File: src/rtl/ntt_job_sequencer.sv
// Job controller for the NTT/INTT engine: streams 256 coefficients into the engine RAM, runs it,
// and drains 128 packed result words from the engine FIFO through a 2-entry skid buffer.
module ntt_job_sequencer #(
  parameter int TIMEOUT = 4096,
  parameter int NWORDS  = 128
) (
  input  logic        clk,
  input  logic        rst,
  input  logic        go,
  input  logic        go_mode,
  input  logic        in_valid,
  output logic        in_ready,
  input  logic [31:0] in_data,
  output logic        out_valid,
  input  logic        out_ready,
  output logic [31:0] out_data,
  output logic        busy,
  output logic        job_done,
  output logic        err,
  output logic        ntt_rst,
  output logic        ntt_start,
  output logic        ntt_mode,
  output logic        ntt_we,
  output logic [7:0]  ntt_addr_a,
  output logic [7:0]  ntt_addr_b,
  output logic [15:0] ntt_data_a,
  output logic [15:0] ntt_data_b,
  input  logic        ntt_done,
  output logic        fifo_rd_req,
  input  logic [31:0] fifo_rd_dat,
  input  logic        fifo_rd_empty,
  output logic [2:0]  dbg_state
);

  // Handshakes: a word moves on a rising clk edge where valid && ready are both high; valid
  // never depends on ready, and once out_valid is raised out_data holds until that transfer.

  typedef enum logic [2:0] {
    S_IDLE  = 3'd0,
    S_LOAD  = 3'd1,
    S_LWAIT = 3'd2,
    S_RUN   = 3'd3,
    S_DRAIN = 3'd4,
    S_FIN   = 3'd5
  } state_t;

  localparam int              TW       = $clog2(TIMEOUT + 1);
  localparam logic [6:0]      K_LAST   = 7'(NWORDS - 1);
  localparam logic [7:0]      N_WORDS8 = 8'(NWORDS);
  localparam logic [TW-1:0]   T_LAST   = TW'(TIMEOUT - 1);

  state_t        state;
  logic [6:0]    k;
  logic [TW-1:0] tcnt;
  logic [7:0]    issued;
  logic [7:0]    delivered;
  logic [1:0]    occ;
  logic          pend;
  logic [31:0]   buf0;
  logic [31:0]   buf1;
  logic          pop;
  logic          accept;
  logic          go_acc;
  logic [2:0]    room_use;

  assign go_acc    = (state == S_IDLE) && go;
  assign accept    = (state == S_LOAD) && in_valid && in_ready;
  assign out_valid = (occ != 2'd0);
  assign out_data  = buf0;
  assign pop       = out_valid && out_ready;
  assign dbg_state = state;

  // Slots the buffer will hold after this cycle if a read is issued now.
  assign room_use    = {1'b0, occ} + {2'b00, pend} - {2'b00, pop};
  assign fifo_rd_req = (state == S_DRAIN) && !fifo_rd_empty && (room_use < 3'd2) &&
                       (issued < N_WORDS8);

  always_ff @(posedge clk or negedge rst) begin
    if (!rst) begin
      state      <= S_IDLE;
      in_ready   <= 1'b0;
      busy       <= 1'b0;
      job_done   <= 1'b0;
      err        <= 1'b0;
      ntt_rst    <= 1'b1;
      ntt_start  <= 1'b1;
      ntt_mode   <= 1'b0;
      ntt_we     <= 1'b0;
      ntt_addr_a <= 8'd0;
      ntt_addr_b <= 8'd0;
      ntt_data_a <= 16'd0;
      ntt_data_b <= 16'd0;
      k          <= 7'd0;
      tcnt       <= '0;
    end else begin
      ntt_we   <= 1'b0;
      job_done <= 1'b0;
      case (state)
        S_IDLE: begin
          if (go) begin
            state     <= S_LOAD;
            in_ready  <= 1'b1;
            busy      <= 1'b1;
            err       <= 1'b0;
            ntt_mode  <= go_mode;
            ntt_rst   <= 1'b1;
            ntt_start <= 1'b1;
            k         <= 7'd0;
          end
        end
        S_LOAD: begin
          if (accept) begin
            ntt_we     <= 1'b1;
            ntt_addr_a <= {k, 1'b0};
            ntt_addr_b <= {k, 1'b1};
            ntt_data_a <= in_data[31:16];
            ntt_data_b <= in_data[15:0];
            k          <= k + 7'd1;
            if (k == K_LAST) begin
              state    <= S_LWAIT;
              in_ready <= 1'b0;
              ntt_rst  <= 1'b0;
            end
          end
        end
        S_LWAIT: begin
          state     <= S_RUN;
          ntt_start <= 1'b0;
          tcnt      <= '0;
        end
        S_RUN: begin
          if (ntt_done) begin
            state <= S_DRAIN;
          end else if (tcnt == T_LAST) begin
            state     <= S_IDLE;
            err       <= 1'b1;
            busy      <= 1'b0;
            ntt_rst   <= 1'b1;
            ntt_start <= 1'b1;
          end else begin
            tcnt <= tcnt + TW'(1);
          end
        end
        S_DRAIN: begin
          if (pop && (delivered == N_WORDS8 - 8'd1)) begin
            state     <= S_FIN;
            job_done  <= 1'b1;
            ntt_rst   <= 1'b1;
            ntt_start <= 1'b1;
          end
        end
        S_FIN: begin
          state <= S_IDLE;
          busy  <= 1'b0;
        end
        default: state <= S_IDLE;
      endcase
    end
  end

  // Skid buffer: a read issued in cycle n returns data in n+1, which lands in the buffer at n+2.
  always_ff @(posedge clk or negedge rst) begin
    if (!rst) begin
      pend      <= 1'b0;
      occ       <= 2'd0;
      buf0      <= 32'd0;
      buf1      <= 32'd0;
      issued    <= 8'd0;
      delivered <= 8'd0;
    end else begin
      pend <= fifo_rd_req;
      if (go_acc) begin
        issued    <= 8'd0;
        delivered <= 8'd0;
      end else begin
        if (fifo_rd_req) issued <= issued + 8'd1;
        if (pop) delivered <= delivered + 8'd1;
      end
      case ({pend, pop})
        2'b10: begin
          if (occ == 2'd0) buf0 <= fifo_rd_dat;
          else buf1 <= fifo_rd_dat;
          occ <= occ + 2'd1;
        end
        2'b01: begin
          buf0 <= buf1;
          occ  <= occ - 2'd1;
        end
        2'b11: begin
          if (occ == 2'd1) begin
            buf0 <= fifo_rd_dat;
          end else begin
            buf0 <= buf1;
            buf1 <= fifo_rd_dat;
          end
        end
        default: ;
      endcase
    end
  end

endmodule

File: config.mk
export PLATFORM = sky130hd
export DESIGN_NAME = ntt_job_sequencer
export DESIGN_NICKNAME = d
export VERILOG_FILES = /design/src/rtl/ntt_job_sequencer.sv
export SDC_FILE = /design/constraint.sdc
export NUM_CORES = 1
export LEC_CHECK = 0
export BUFFER_PORTS_ARGS = -buffer_cell sky130_fd_sc_hd__buf_2
export CAP_MARGIN = 25
export CORE_MARGIN = 2
export CORE_UTILIZATION = 50
export DETAILED_ROUTE_END_ITERATION = 10
export PLACE_DENSITY = 0.75
export SKIP_LAST_GASP = 1
export SYNTH_ARGS = -nofsm -noshare
export SYNTH_HDL_FRONTEND = slang
export SYNTH_SLANG_ARGS = --single-unit
File: constraint.sdc
create_clock -name clk -period 5.4 [get_ports clk]
set_clock_uncertainty 0.2 [all_clocks]
set_input_delay 0.27 -clock clk [delete_from_list [all_inputs] [get_ports clk]]
set_output_delay 0.27 -clock clk [all_outputs]
set_load 0.03 [all_outputs]
==> results of run 1 <==
==> cell usage after synthesis, types with 3 or more instances <==
library cell,count
nand2b_1,13
mux2i_1,44
ha_1,7
o31ai_1,3
and3_1,5
o21ai_0,42
or2_2,3
clkbuf_1,26
nand3b_1,3
buf_4,8
and4b_1,3
and4_1,5
or3_1,4
mux2_2,33
a21oi_1,13
dfrtp_1,152
inv_1,12
nand3_1,13
or4_1,3
nor2b_1,3
nand2_1,191
xnor2_1,10
nand4_1,4
xor2_1,6
a211oi_1,7
buf_1,3
nor2_1,25
==> power groups by stage <==
stage	combinational [W]	sequential (W)	clock (W)
floorplan	0.000828	0.00224	0
global placement	0.00174	0.00179	0
detailed placement	0.00182	0.00181	0
CTS	0.00186	0.00180	0.00126
global route	0.00203	0.00186	0.00132
finish	0.00186	0.00181	0.00125
==> cell families (layout without fill, tap and decap cells) <==
group | after synthesis | after routing | share of synthesized area, %
fa+ha+maj | 8 | 8 | 1.56
buf+inv | 51 | 280 | 3.32
mux | 77 | 77 | 11.8
simple gates | 282 | 282 | 18.1
other cells | 1 | 1 | 0.0544
flops | 154 | 154 | 55.9
xor+xnor | 16 | 16 | 2.03
compound gates | 83 | 83 | 7.20
==> per-stage QoR <==
stage | hold WS (ns) | area [um^2]
after global placement | 0.231 | 7810
after global routing | 0.167 | 9150
after CTS | 0.112 | 9130
after floorplan | -0.226 | 6900
after detailed placement | 0.243 | 7840
final | 0.123 | 9150
==> layout make-up <==
class                   instances  area [um^2]  share of cell area [%]
flip-flops and latches        154         3860                    42.1
multi-input cells             467         2840                    31.0
repair buffers                236         1570                    17.2
clock buffers                  20          447                    4.88
well taps                     176          220                    2.41
clock inverters                11          171                    1.87
inverters                      13         48.8                   0.533
==> flip-flops by register name (all words and copies together) (netlist names), 2 cells and up <==
signal and cells:
ntt_data_a 16, out_data 32, ntt_addr_b 8, dbg_state 3, k 7, buf1 32, delivered 8, ntt_data_b 16
issued 8, occ 2, tcnt 13
==> metal layers <==
layer	track usage, %	share of wire, %
met4	9.20	2.4
met3	6.58	6.2
met2	39.5	49
met5	0	0
met1	28.5	42
==> path summary, 6_finish.rpt <==
kind / start / end / slack, ns / depth (start not counted)
worst max-delay path: occ[1]$_DFFE_PN0N_ / fifo_rd_req / 0.86 / 11
worst min-delay path: go / ntt_start$_DFFE_PN1P_ / 0.12 / 4
worst max register to register: occ[1]$_DFFE_PN0N_ / issued[4]$_DFFE_PN0P_ / 1.14 / 11
worst min register to register: ntt_data_a[14]$_DFFE_PN0P_ / ntt_data_a[14]$_DFFE_PN0P_ / 0.27 / 2
max in group asynchronous: rst / buf1[25]$_DFFE_PN0P_ / 3.40 / 3
min in group asynchronous: rst / tcnt[2]$_DFFE_PN0P_ / 0.31 / 2
==> what timing repair did <==
action	in CTS	in global routing
hold buffers	67	0
setup buffers	0	0
endpoints found under the hold margin	195	0
==> tightest hold or removal path, stage by stage <==
cell,delay (ns)
buf_2,0.12
o21bai_1,0.15
a22oi_1,0.09
o21a_1,0.11
==> results.sh, run 1 <==
export IMPL_outcome="finished, final reports clean"
export IMPL_setup_viol=0
export IMPL_h_tree_depth=4
export IMPL_rsz0062_at_grt="no"
export IMPL_worstMarginPinSlew_ns=1.02
export IMPL_grt_pass1_wl_mm=27.1
export IMPL_power_switching_w=0.00197
export IMPL_vias=5635
export IMPL_ys_types=52
export IMPL_crit_top_cell="inv_1"
export IMPL_combPwrFrac_pct=37.9
export IMPL_place_ws_ns=1.15
export IMPL_final_cell_mix="190 x nand2_1, 162 x buf_2, 152 x dfrtp_1, 67 x dlygate4sd3_1, 44 x mux2i_1"
export IMPL_finalSetupTns_ns=0
export IMPL_synth_edf_count=0
export IMPL_drt_iter0_drc=392
export IMPL_p_int_w=0.00295
export IMPL_wl_per_cell_um=15.6
export IMPL_yosys_warnings=0
export IMPL_dieHeight_um=121
export IMPL_antenna_found_initial=0
export IMPL_synth_top_area_share_pct=55.2
export IMPL_setup_worst_path_start_class="flip-flop"
export IMPL_fin_crit_ns=4.54
export IMPL_place_inst=978
export IMPL_synthFlopType="dfrtp_1"
export IMPL_vias_per_cell=5.23
export IMPL_dp_hpwl_mm=10.5
export IMPL_area_delta_synth_final_pct=32.7
export IMPL_start_util_pct=51.7
export IMPL_dr_pass1_iters=4
export IMPL_critPathTopFamily="simple AND/OR/NAND/NOR gates"
export IMPL_antenna_left=0
export IMPL_cp_data_required_time_ns=4.93
export IMPL_path_class="flip-flop to output port"
export IMPL_ir_worst_vdd_v=0.000351
export IMPL_dieArea_um2=14700
export IMPL_die_w_um=121
export IMPL_fmax_mhz=220
export IMPL_coreArea_um2=13300
export IMPL_yosys_top_cells_area="dfrtp_1 55%, nand2_1 10%, mux2i_1 6.4%, mux2_2 5.4%, o21ai_0 3.0%"
export IMPL_clockBufferDepth=2
export IMPL_fin_ws_ns=0.856
export IMPL_arrival_ns=4.07
export IMPL_crit_path_cell_trace="inv_1, ha_1, nor2b_1, inv_1, ha_1, nand2b_1, fa_1, or3b_2, or3_1, inv_1, buf_2"
export IMPL_power_frac_seq_pct=36.8
export IMPL_path_max_fanout=6
export IMPL_clockPowerShare_pct=25.3
export IMPL_final_cell_count_no_fill=1077
export IMPL_finalWirelength_mm=16.8
export IMPL_syn_nets=752
export IMPL_fill_cells=1008
export IMPL_grt_usage_pct=23.4
export IMPL_hold_viol=0
export IMPL_p_per_area_nw_per_um2=537
export IMPL_numCtsBuffers=17
export IMPL_top_level_ports=165
export IMPL_clk_latency_ns=0.42
export IMPL_grt_max_degree=103
export IMPL_synth_largest_area_cell="dfrtp_1"
export IMPL_cts_tree="built"
export IMPL_max_stage_delay_ns=0.52
export IMPL_nets=969
export IMPL_clkSinkCount=154
export IMPL_finalCoreUtilization_pct=68.5
export IMPL_syn_avg_cell_area_um2=10.3
export IMPL_ctsResizeCount=0
export IMPL_switching_share_pct=40.1
export IMPL_p_leak_nw=4.70
export IMPL_overflow=0
export IMPL_critPathBufInv=4
export IMPL_endpoint_kind="output port"
export IMPL_cts_clk_slew_worst_paths_ns=0.06
export IMPL_first_global_vias=5681
export IMPL_yosysSeqAreaShare_pct=55.9
export IMPL_ys_ff_latch=154
export IMPL_place_gp_congestion=0.793
export IMPL_antenna_cells=0
export IMPL_portBuffers=163
export IMPL_drv_slew=0
export IMPL_syn_area_um2=6900
export IMPL_cpMaxStageDelayCell="nor2b_1"
export IMPL_maxSlewHeadroom_pct=31.8
export IMPL_async_flop_share_pct=100
export IMPL_drc=0
export IMPL_drv_cap=0
export IMPL_layout_commonest_cell="nand2_1"
export IMPL_drive_above_1_share_pct=27.0
export IMPL_fin_crit_sh_pct=84.1
export IMPL_cts_root_buffer="clkbuf_16"
export IMPL_netlist_instances=672
export IMPL_row_count=42
export IMPL_hold_class="input port to flip-flop"
export IMPL_total_power_w=0.00492
(Power assumes the default switching activity.)
==> run 2, diff against run 1 <==
--- a/config.mk
+++ b/config.mk
@@ -5,6 +5,7 @@
 export SDC_FILE = /design/constraint.sdc
 export NUM_CORES = 1
 export LEC_CHECK = 0
+export ABC_AREA = 1
 export BUFFER_PORTS_ARGS = -buffer_cell sky130_fd_sc_hd__buf_2
 export CAP_MARGIN = 25
 export CORE_MARGIN = 2
==> constraint.sdc (replaced) <==
create_clock -name clk -period 4.48 [get_ports clk]
set_clock_uncertainty 0.2 [all_clocks]
set_input_delay 0.224 -clock clk [delete_from_list [all_inputs] [get_ports clk]]
set_output_delay 0.224 -clock clk [all_outputs]
set_load 0.03 [all_outputs]
==> results.sh, run 2 <==
export IMPL_outcome="finished, final reports clean"
export IMPL_cts_tree="built"
export IMPL_h_tree_depth=4
export IMPL_yosys_warnings=0
export IMPL_r2r_end="issued[0]$_DFFE_PN0P_"
export IMPL_path_max_fanout=8
export IMPL_synth_most_common_cell="nand2_1"
export IMPL_endpoint_kind="output port"
export IMPL_die_w_um=123
export IMPL_final_cell_mix="309 x nand2_1, 162 x buf_2, 152 x dfrtp_1, 97 x nand3_1, 68 x dlygate4sd3_1"
export IMPL_clkSinkCount=154
export IMPL_nets=1156
export IMPL_top_level_ports=165
export IMPL_holdPathEnd="delivered[0]$_DFFE_PN0P_"
export IMPL_antenna_cells=0
export IMPL_coreArea_um2=13900
export IMPL_row_count=43
export IMPL_ir_worst_vdd_v=0.000432
export IMPL_portBuffers=163
export IMPL_total_power_w=0.00604
export IMPL_synth_largest_area_cell="dfrtp_1"
export IMPL_drc=0
export IMPL_clockBufferDepth=2
export IMPL_numCtsBuffers=17
export IMPL_antenna_left=0
export IMPL_synth_top_area_share_pct=53.4
export IMPL_fin_crit_ns=3.59
export IMPL_hold_slack_ns=0.0440
export IMPL_finalWirelength_mm=17.5
export IMPL_async_flop_share_pct=100
export IMPL_min_from="go"
export IMPL_antenna_found_initial=1
export IMPL_synthTopCellsByCount="309 x nand2_1, 152 x dfrtp_1, 97 x nand3_1"
export IMPL_r2r_start="occ[1]$_DFFE_PN0N_"
export IMPL_drv_cap=0
export IMPL_syn_area_um2=7130
export IMPL_setup_worst_path_start_class="flip-flop"
export IMPL_yosys_top_cells_area="dfrtp_1 53%, nand2_1 16%, nand3_1 6.8%, nor2_1 3.4%, a31oi_1 2.9%"
export IMPL_path_class="flip-flop to output port"
export IMPL_rsz0062_at_grt="no"
export IMPL_hold_class="input port to flip-flop"
export IMPL_fmax_mhz=278
export IMPL_overflow=0
export IMPL_grt_usage_pct=23.8
export IMPL_ys_ff_latch=154
export IMPL_dieArea_um2=15200
export IMPL_wl_per_cell_um=13.8
export IMPL_worstMarginPinSlew_ns=0.885
export IMPL_drt_iter0_drc=452
export IMPL_cts_clk_slew_worst_paths_ns=0.06
export IMPL_grt_pass1_wl_mm=28.7
export IMPL_first_global_vias=6279
export IMPL_r2r_slack_ns=1.52
export IMPL_p_per_area_nw_per_um2=651
export IMPL_r2r_cells=14
export IMPL_arrival_ns=3.17
export IMPL_maxSlewHeadroom_pct=41.0
export IMPL_finalSetupTns_ns=0
export IMPL_clk_latency_ns=0.42
export IMPL_drive_above_1_share_pct=21.0
export IMPL_synth_edf_count=0
export IMPL_start_util_pct=51.4
export IMPL_cp_data_required_time_ns=4.06
export IMPL_syn_nets=940
export IMPL_synthFlopType="dfrtp_1"
export IMPL_grt_max_degree=100
export IMPL_dieHeight_um=123
export IMPL_hold_viol=0
export IMPL_startpoint="occ[1]$_DFFE_PN0N_"
export IMPL_vias_per_cell=5.13
export IMPL_cts_root_buffer="clkbuf_16"
export IMPL_place_gp_congestion=0.833
export IMPL_yosysSeqAreaShare_pct=54.1
export IMPL_dp_hpwl_mm=10.9
export IMPL_fin_crit_sh_pct=80.2
export IMPL_setup_viol=0
export IMPL_p_leak_nw=4.82
export IMPL_area_delta_synth_final_pct=30.3
export IMPL_ys_types=36
export IMPL_drv_slew=0
export IMPL_netlist_instances=860
export IMPL_dr_pass1_iters=6
export IMPL_layout_commonest_cell="nand2_1"
export IMPL_syn_avg_cell_area_um2=8.29
export IMPL_vias=6502
export IMPL_fill_cells=1139
export IMPL_holdPathStages=4
export IMPL_ctsResizeCount=0
run 2: changes by cell type after synthesis, sizes merged, moves of 16 or more:
cell / before / now
nor2: 25 / 71
mux2i: 44 / 0
mux2: 33 / 0
nand3: 13 / 98
nand2: 191 / 314
buf: 12 / 35
clkbuf: 26 / 10
a31oi: 2 / 33
inv: 12 / 60
run 2: cell type report:
class	instances	area, um^2	area share [%]
flip-flops and latches	154	3860	41.5
multi-input cells	601	2810	30.2
repair buffers	242	1620	17.4
clock buffers	20	457	4.92
inverters	60	225	2.43
well taps	180	225	2.43
clock inverters	11	96.3	1.04
run 2: routing by layer:
layer	part of all wire, %	wire length [um]	global-route usage, %	up-vias
met4	2.1	371	10.2	2
met5	0.074	13	0	-
met2	48	8440	39.2	223
li1	-	-	-	3177
met3	6.0	1060	5.30	36
met1	44	7630	30.3	3064
run 2: timing repair:
action,CTS,global route
endpoints found under the hold margin,198,0
buffers inserted,0,0
hold buffers,68,0
run 2: worst max path at each step:
stage,cells past startpoint,slack [ns],endpoint
floorplan,14,1.60,issued[2]$_DFFE_PN0P_
global placement,13,1.42,fifo_rd_req
detailed placement,13,1.32,fifo_rd_req
CTS,13,0.84,fifo_rd_req
global route,13,0.58,fifo_rd_req
finish,13,0.89,fifo_rd_req
run 2: critical path, cell delays in order, from the launching register on:
cell and delay, ns:
dfrtp_1 0.42, inv_1 0.10, ha_1 0.22, nor2_4 0.12, inv_2 0.09, ha_1 0.34
inv_1 0.07, nand2_1 0.06, fa_1 0.49, nand3_1 0.09, nor3_1 0.20, nand2_1 0.10
inv_1 0.21, buf_2 0.25
run 2: power by group:
part | leakage [nW] | internal, W | total (W) | switching (W)
clock network | 0.272 | 0.000789 | 0.00135 | 0.000565
registers | 1.95 | 0.00191 | 0.00222 | 0.000314
logic | 2.60 | 0.000764 | 0.00247 | 0.00170
total | 4.82 | 0.00346 | 0.00604 | 0.00258
run 2: kinds of logic (layout without fill, tap and decap cells):
kind of cell             Yosys count  after routing  share of synthesized area (%)
flip-flops                       154            154                           54.1
adder cells (fa/ha/maj)            8              8                           1.51
XOR/XNOR                          11             11                           1.35
AND/OR/NAND/NOR                  506            506                           30.0
other                              1              1                         0.0526
buffers and inverters            105            333                           6.64
AO/OA/AOI/OAI                     75             75                           6.34
run 2: stage by stage:
stage,instance area (um^2),cells,setup WS [ns],util [%]
floorplan,7130,860,1.60,-
global placement,8010,1167,1.42,57.7
detailed placement,8050,1169,1.32,58.0
CTS,9290,1268,0.845,66.9
global route,9290,1268,0.582,66.9
finish,9290,1268,0.887,66.9
